$ cat src/rtl/spi_adc_responder_if.sv
// Link bundle between the ADC serial master and the responder: frame control, serial lines,
// the per-conversion inputs, and the responder's receive and status outputs.
interface spi_adc_responder_if #(
  parameter int MAX_BITS = 24
);
  logic                CONV;
  logic                SCK;
  logic                SDI;
  logic                SDO;
  logic [4:0]          ndb;
  logic [MAX_BITS-1:0] adc_sample;
  logic [MAX_BITS-1:0] rx_data;
  logic                rx_valid;
  logic                short_frame;
  logic                busy;

  modport master (
    output CONV, SCK, SDI, ndb, adc_sample,
    input  SDO, rx_data, rx_valid, short_frame, busy
  );

  modport slave (
    input  CONV, SCK, SDI, ndb, adc_sample,
    output SDO, rx_data, rx_valid, short_frame, busy
  );
endinterface

$ cat src/rtl/spi_adc_responder.sv
// ADC emulator on the CONV/SCK/SDI/SDO link: latches a sample at CONV rise and shifts it out MSB-first.
// It also captures the master's SDI word. Link inputs are sampled on S_AXI_ACLK and are never used as clocks.
module spi_adc_responder #(
  parameter int MAX_BITS = 24
) (
  input  logic                  S_AXI_ACLK,
  input  logic                  S_AXI_ARESET,
  spi_adc_responder_if.slave    link
);

  typedef enum logic [1:0] {IDLE, CONVERT, SHIFT, DONE} state_e;

  localparam logic [4:0] MAXB = 5'(MAX_BITS);

  state_e              state_q, state_d;
  logic                conv_q, sck_q;
  logic [4:0]          ndb_l_q, ndb_l_d;
  logic [4:0]          bitcnt_q, bitcnt_d;
  logic [MAX_BITS-1:0] hold_q, hold_d;
  logic [MAX_BITS-1:0] tx_sr_q, tx_sr_d;
  logic [MAX_BITS-1:0] rx_sr_q, rx_sr_d;
  logic [MAX_BITS-1:0] rx_data_q, rx_data_d;
  logic                sdo_q, sdo_d;
  logic                rx_valid_q, rx_valid_d;
  logic                short_q, short_d;
  logic                busy_q, busy_d;

  logic                conv_rise, conv_fall, sck_rise, sck_fall;
  logic [4:0]          ndb_clamped;
  logic [MAX_BITS-1:0] rx_shifted;

  assign conv_rise   = link.CONV & ~conv_q;
  assign conv_fall   = ~link.CONV & conv_q;
  assign sck_rise    = link.SCK & ~sck_q;
  assign sck_fall    = ~link.SCK & sck_q;
  assign ndb_clamped = (link.ndb > MAXB) ? MAXB : link.ndb;
  assign rx_shifted  = {rx_sr_q[MAX_BITS-2:0], link.SDI};

  always_comb begin
    state_d    = state_q;
    ndb_l_d    = ndb_l_q;
    bitcnt_d   = bitcnt_q;
    hold_d     = hold_q;
    tx_sr_d    = tx_sr_q;
    rx_sr_d    = rx_sr_q;
    rx_data_d  = rx_data_q;
    rx_valid_d = 1'b0;
    short_d    = 1'b0;

    case (state_q)
      IDLE, DONE: begin
        if (conv_rise) begin
          state_d  = CONVERT;
          ndb_l_d  = ndb_clamped;
          hold_d   = link.adc_sample;
          bitcnt_d = 5'd0;
        end
      end
      CONVERT: begin
        if (conv_fall) begin
          state_d = (ndb_l_q != 5'd0) ? SHIFT : DONE;
          // Left-justify so the frame's MSB sits at the top of the shifter.
          tx_sr_d = hold_q << (MAXB - ndb_l_q);
        end
      end
      SHIFT: begin
        // A new conversion overrides any SCK edge in the same cycle.
        if (conv_rise) begin
          state_d  = CONVERT;
          short_d  = (bitcnt_q < ndb_l_q);
          ndb_l_d  = ndb_clamped;
          hold_d   = link.adc_sample;
          bitcnt_d = 5'd0;
        end else if (sck_rise) begin
          rx_sr_d  = rx_shifted;
          bitcnt_d = bitcnt_q + 5'd1;
          if (bitcnt_d == ndb_l_q) begin
            rx_data_d  = rx_shifted & ({MAX_BITS{1'b1}} >> (MAXB - ndb_l_q));
            rx_valid_d = 1'b1;
          end
        end else if (sck_fall) begin
          tx_sr_d = tx_sr_q << 1;
          if (bitcnt_q == ndb_l_q) state_d = DONE;
        end
      end
      default: state_d = IDLE;
    endcase

    sdo_d  = (state_d == SHIFT) ? tx_sr_d[MAX_BITS-1] : 1'b0;
    busy_d = (state_d == CONVERT) || (state_d == SHIFT);
  end

  always_ff @(posedge S_AXI_ACLK) begin
    if (S_AXI_ARESET) begin
      state_q    <= IDLE;
      conv_q     <= 1'b0;
      sck_q      <= 1'b0;
      ndb_l_q    <= 5'd0;
      bitcnt_q   <= 5'd0;
      hold_q     <= '0;
      tx_sr_q    <= '0;
      rx_sr_q    <= '0;
      rx_data_q  <= '0;
      sdo_q      <= 1'b0;
      rx_valid_q <= 1'b0;
      short_q    <= 1'b0;
      busy_q     <= 1'b0;
    end else begin
      state_q    <= state_d;
      conv_q     <= link.CONV;
      sck_q      <= link.SCK;
      ndb_l_q    <= ndb_l_d;
      bitcnt_q   <= bitcnt_d;
      hold_q     <= hold_d;
      tx_sr_q    <= tx_sr_d;
      rx_sr_q    <= rx_sr_d;
      rx_data_q  <= rx_data_d;
      sdo_q      <= sdo_d;
      rx_valid_q <= rx_valid_d;
      short_q    <= short_d;
      busy_q     <= busy_d;
    end
  end

  assign link.SDO         = sdo_q;
  assign link.rx_data     = rx_data_q;
  assign link.rx_valid    = rx_valid_q;
  assign link.short_frame = short_q;
  assign link.busy        = busy_q;

endmodule

$ cat src/flat_wrapper.sv
// flat-port wrapper written by rule: the top's interface ports become plain ports
module spi_adc_responder_flat 
#(
  parameter int MAX_BITS = 24
)
  (S_AXI_ACLK, S_AXI_ARESET, link_CONV, link_SCK, link_SDI, link_ndb, link_adc_sample, link_SDO, link_rx_data, link_rx_valid, link_short_frame, link_busy);
  spi_adc_responder_if #(.MAX_BITS(MAX_BITS)) link_i ();
  input  logic S_AXI_ACLK;
  input  logic S_AXI_ARESET;
  input wire logic [$bits(link_i.CONV)-1:0] link_CONV;
  input wire logic [$bits(link_i.SCK)-1:0] link_SCK;
  input wire logic [$bits(link_i.SDI)-1:0] link_SDI;
  input wire logic [$bits(link_i.ndb)-1:0] link_ndb;
  input wire logic [$bits(link_i.adc_sample)-1:0] link_adc_sample;
  output wire logic [$bits(link_i.SDO)-1:0] link_SDO;
  output wire logic [$bits(link_i.rx_data)-1:0] link_rx_data;
  output wire logic [$bits(link_i.rx_valid)-1:0] link_rx_valid;
  output wire logic [$bits(link_i.short_frame)-1:0] link_short_frame;
  output wire logic [$bits(link_i.busy)-1:0] link_busy;
  assign link_i.CONV = link_CONV;
  assign link_i.SCK = link_SCK;
  assign link_i.SDI = link_SDI;
  assign link_i.ndb = link_ndb;
  assign link_i.adc_sample = link_adc_sample;
  assign link_SDO = link_i.SDO;
  assign link_rx_data = link_i.rx_data;
  assign link_rx_valid = link_i.rx_valid;
  assign link_short_frame = link_i.short_frame;
  assign link_busy = link_i.busy;
  spi_adc_responder #(.MAX_BITS(MAX_BITS)) u_core (.S_AXI_ACLK(S_AXI_ACLK), .S_AXI_ARESET(S_AXI_ARESET), .link(link_i));
endmodule
$ cat config.mk
export PLATFORM = sky130hd
export DESIGN_NAME = spi_adc_responder_flat
export DESIGN_NICKNAME = d
export VERILOG_FILES = /design/src/rtl/spi_adc_responder_if.sv /design/src/rtl/spi_adc_responder.sv /design/src/flat_wrapper.sv
export SDC_FILE = /design/constraint.sdc
export NUM_CORES = 1
export LEC_CHECK = 0
export BUFFER_PORTS_ARGS = -buffer_cell sky130_fd_sc_hd__buf_2
export CORE_ASPECT_RATIO = 1.4
export CORE_UTILIZATION = 45
export DETAILED_ROUTE_END_ITERATION = 8
export GPL_TIMING_DRIVEN = 1
export HOLD_SLACK_MARGIN = 0.05
export SETUP_SLACK_MARGIN = 0.1
export SYNTH_ARGS = -nofsm -noshare
export SYNTH_HDL_FRONTEND = slang
export SYNTH_SLANG_ARGS = --single-unit
export TNS_END_PERCENT = 30
$ cat constraint.sdc
create_clock -name S_AXI_ACLK -period 3.6 [get_ports S_AXI_ACLK]
set_clock_uncertainty 0.1 [all_clocks]
set_input_delay 0.72 -clock S_AXI_ACLK [delete_from_list [all_inputs] [get_ports S_AXI_ACLK]]
set_output_delay 0.72 -clock S_AXI_ACLK [all_outputs]
set_load 0.02 [all_outputs]
---- After elaboration in Yosys (flattened, before gate mapping) ----
Index checks and enable logic that the tools add are counted.
word-level totals
  output and inout port bits .............. 28
  input port bits ......................... 34
  logic and storage cells ................. 80
  bits in registers ....................... 113
operators by class
  multiplexer cells ....................... 19
  eq/ne operators ......................... 13
  order comparisons ....................... 2
  $add $sub $neg .......................... 2
  reductions and logical operators ........ 15
  bitwise operators ....................... 13
  shift operators ......................... 2
operators with widths
  operator               number
  $mux 24                4
  $pmux 24 s2            1
  $and 24x24->24         1
  $shl 24x5->24          1
  $shr 24x5->24 const A  1
  $mux 5                 4
  $mux 2                 6
  $eq 5x5->1             2
  $pmux 5 s2             1
  $not 1->1              8
  $eq 2x2->1 const B     3
  $ne 2x1->1 const B     3
  $pmux 2 s3             1
  $reduce_and 3->1       2
  $reduce_or 3->1        2
  $add 5x1->5 const B    1
  $gt 5x5->1 const B     1
  $lt 5x5->1             1
  $reduce_and 5->1       1
  $reduce_bool 5->1      1
  $sub 5x5->5 const A    1
  $and 1x1->1            4
  $eq 2x1->1 const B     2
  $ne 2x2->1 const B     2
  other kinds (9)        12

---- Longest topological paths before layout ----
  word-level depth ........................ 9
  depth in mapped cells ................... 14
  mapped depth without buffers ............ 10

---- Least setup slack after synthesis ----
No wires, ideal clock.
  kind .................................... register to register
  start ................................... register u_core.ndb_l_q[0]
  end ..................................... register u_core.tx_sr_q[21]
  setup time .............................. 118 ps
  clock period less this slack ............ 2909 ps
  slack ................................... 691 ps
  data required time ...................... 3382 ps
  data arrival time ....................... 2691 ps
  cell stages (with the launch flop) ...... 13
  cells stage by stage .................... dfxtp_1 -> buf_6 -> buf_6 -> clkinv_1 -> ha_1 -> buf_2 -> buf_2 -> buf_2 -> mux4_2 -> and2_1 -> a221oi_1 -> o211ai_1 -> o2111a_1
between the ends
  longest elaborated chain between the ends .. 4
ends and longest elaborated chain
  element                   RTL line                  text
  start: declaration        spi_adc_responder.sv:17   logic [4:0] ndb_l_q, ndb_l_d;
  start signal: assignment  spi_adc_responder.sv:112  ndb_l_q <= ndb_l_d;
  $sub 5x5->5               spi_adc_responder.sv:63   tx_sr_d = hold_q << (MAXB - ndb_l_q);
  $shl 24x5->24             spi_adc_responder.sv:63
  $mux 24                   spi_adc_responder.sv:60   if (conv_fall) begin
  $pmux 24 s2               spi_adc_responder.sv:50   case (state_q)
  end signal: assignment    spi_adc_responder.sv:115  tx_sr_q <= tx_sr_d;
  end: declaration          spi_adc_responder.sv:20   logic [MAX_BITS-1:0] tx_sr_q, tx_sr_d;
Every way passes these cells. The select of a mux whose other input is x is not followed.
A chain may end at the register's enable or synchronous reset.

---- Worst setup path after layout ----
  start ................................... register u_core.ndb_l_q[1]
  end ..................................... register u_core.sdo_q, in the netlist u_core.link.SDO
between the ends
  longest elaborated chain between the ends .. 9
  elaborated cells on any way between the ends .. 16
  classes of those cells .................. add/sub: 1; eq/ne: 2; shift: 1; mux: 9; bitwise: 1; reduce/logical: 2
ends and longest elaborated chain
  element                                              RTL line                  text
  branches (longest 9 deep; another with $sub 5x5->5)  -
  end signal: assignment                               spi_adc_responder.sv:118  sdo_q <= sdo_d;
  end: declaration                                     spi_adc_responder.sv:23   logic sdo_q, sdo_d;
Parallel ways; which one is timed is not known. The select of a mux whose other input is x is not followed.

==> reports/metrics.cfg <==
[run_status]
status=finished clean

[sta]
final-max-slew-violation-count=0
tightest_slew_ps=1090
finalSetupTns_ps=0
rsz0062_at_grt=false
slew_headroom=0.270
max_freq_ghz=0.343
min_period_over_period=0.810
setup_ws_ps=684
timing.final.hold_violations=0
final.min_clock_period_ps=2920
setup_viol=0
hold_ws_ps=365

[routing]
ant_nets=0
drt_pass1_iterations=5
vias=6071
drt-initial-drc-count=632
via_per_inst=6.02
wl_per_cell_um=18.0
wirelength_mm=18.1
drc=0

[global_routing]
antenna_found_initial=0
overflow=0
grtUsageTotal=0.260
grt_max_degree=47
grt_pass1_vias=5830
grt_pass1_wl_mm=29.4

[setup_path]
cp.depth=10
slowest_delay_ps=510
crit_chain=inv_1 > ha_1 > inv_1 > ha_1 > buf_4 > mux2i_1 > mux4_2 > nor4_1 > and4bb_2 > nor2_1
crit_type=reg2reg
worstPathArrival_ps=3170
cp_max_fo=15
critPathLaunchType=flop
cp.buffers_inverters=3
crit_required_ps=3850
cp_top_family=multiplexers
critPathSlowestCell=mux4_2
reg2reg_depth=10
worstSetupEndpointType=flop

[synth]
yosysTopAreaCell=dfxtp_1
synth_edf_count=0
postSynth.asyncResetShare=0
ys.flop_type=dfxtp_1
yosysWarnings=0
syn_inst=777
synth_nets=824
syn_avg_cell_area_um2=8.28
ys_types=71
yosysSeqAreaShare=0.352
ys_seq_elements=113
synthTopCellsByArea=dfxtp_1 35%, nand2_1 8.1%, mux4_2 7.4%
synth_top_area_share=0.352
syn_area_mm2=0.00643

[floorplan]
io_pins=62
core_region_area_mm2=0.0139
placementRows=51
dieWidth_um=103
dieArea_mm2=0.0148
die_h_um=143
start_util=0.462

[worst_hold_path]
hp-class=reg2reg
min_path_cells=2

[clocking]
cts_hold_buf=0
cts_resized=0
cts.clk_slew.worst_paths_ps=60
clock_sinks=113
cts_made_buffers=17
root_buffer=clkbuf_16
cts_buffer_depth=2
clkLatencyLatePin_ps=420
cts-htree-levels=4
post_cts_buffers=0
cts_tree=yes

[power_and_ir_drop]
p_leak_nw=2.65
peakVddDrop_uv=343
cellPowerDensity_mw_per_mm2=562
power_frac_clock=0.369
combPwrFrac=0.277
switching_share=0.354
power.switching_w=0.00146
intPower_w=0.00267
seqPwrFrac=0.354

[final_layout]
n_fill_cell=1393
syn_to_final_growth_pct=14.4
fin_nets=857
antenna-diode-count=0
final_cell_mix=138 x nand2_1, 112 x dfxtp_1, 94 x a21oi_1
drive_above_1_share=0.192
layout_commonest_cell=nand2_1
final_util=0.529

[placement]
portBuffers=61
gp_congestion=0.942
dpl.hpwl_mm=13.0
dpl_worst_slack_ps=679

[run]
cap_violations=0

-- worst reg2reg max path: stages, from the launching register on --
cell	delay, ps
dfxtp_1	370
inv_1	220
ha_1	330
inv_1	70
ha_1	290
buf_4	230
mux2i_1	130
mux4_2	510
nor4_1	220
and4bb_2	280
nor2_1	100
-- path summary, 6_finish.rpt --
path / from / endpoint / slack (ps)
max reg2reg: u_core.ndb_l_q[1] / u_core.link.SDO / 680
min reg2reg: u_core.rx_sr_q[20] / u_core.rx_sr_q[21] / 360
min: u_core.rx_sr_q[20] / u_core.rx_sr_q[21] / 360
max: u_core.ndb_l_q[1] / u_core.link.SDO / 680
-- state kept, by name, summed over array words and instances (netlist names) --
name / flops
u_core.rx_sr_q: 23
u_core.ndb_l_q: 5
u_core.link.short_frame: 1
u_core.sck_q: 1
u_core.state_q: 2
u_core.tx_sr_q: 24
u_core.link.rx_valid: 1
u_core.link.busy: 1
u_core.link.rx_data: 24
u_core.bitcnt_q: 5
u_core.link.SDO: 1
u_core.hold_q: 24
u_core.conv_q: 1
-- routing by layer --
| metal | wire, um | vias to the layer above | GRT usage | part of all wire |
|---|---|---|---|---|
| li1 | - | 2917 | - | - |
| met1 | 7470 | 2864 | 0.309 | 0.41 |
| met2 | 8930 | 227 | 0.435 | 0.49 |
| met3 | 831 | 63 | 0.0433 | 0.046 |
| met4 | 877 | 0 | 0.152 | 0.048 |
| met5 | 0 | - | 0 | 0 |
-- kinds of logic after synthesis --
| family | share of synthesized area |
|---|---|
| simple gates | 0.212 |
| compound gates | 0.227 |
| flops | 0.352 |
| buf+inv | 0.0558 |
| mux | 0.115 |
| fa+ha+maj | 0.0253 |
| xor+xnor | 0.0134 |
-- power by group through the flow --
stage,clock network [W],logic [W],registers (W)
after global placement,0,0.00112,0.00148
after global routing,0.00161,0.00125,0.00148
final,0.00153,0.00115,0.00146
after CTS,0.00155,0.00113,0.00146
after detailed placement,0,0.00113,0.00149
after floorplan,0,0.000877,0.00146
-- synth_stat cells, drive strengths merged (4+ instances only) --
| cell | count |
|---|---|
| a22oi | 4 |
| a32oi | 4 |
| and2 | 7 |
| ha | 13 |
| nor2b | 15 |
| nand3 | 26 |
| nand4 | 17 |
| a2111o | 4 |
| nor2 | 41 |
| mux2i | 16 |
| a21boi | 8 |
| a221oi | 4 |
| inv | 12 |
| clkbuf | 41 |
| mux4 | 21 |
| dfxtp | 113 |
| o221ai | 6 |
| buf | 25 |
| nand2 | 140 |
| mux2 | 9 |
| a311oi | 6 |
| o2111ai | 8 |
| nand2b | 6 |
| and3 | 5 |
| a31oi | 10 |
| o211ai | 8 |
| o22ai | 4 |
| a211oi | 4 |
| o21ai | 39 |
| a21oi | 94 |
| xnor2 | 7 |
| nor3 | 13 |
-- stage by stage --
| stage | total power (W) | instance area (um2) | cells |
|---|---|---|---|
| floorplan | 0.00233 | 6430 | 777 |
| global placement | 0.00260 | 6820 | 976 |
| detailed placement | 0.00262 | 6820 | 976 |
| CTS | 0.00414 | 7350 | 1008 |
| global route | 0.00434 | 7350 | 1008 |
| finish | 0.00413 | 7350 | 1008 |
-- final cells by class --
type / count / area, um2 / area share
multi-input combinational: 584 / 3820 / 0.519
clock buffer: 17 / 425 / 0.0578
tap: 185 / 231 / 0.0315
inverter: 14 / 52.6 / 0.00715
timing repair buffer: 80 / 450 / 0.0612
clock inverter: 15 / 113 / 0.0153
sequential: 113 / 2260 / 0.308
Note: power is estimated with default switching activity, not from simulation.
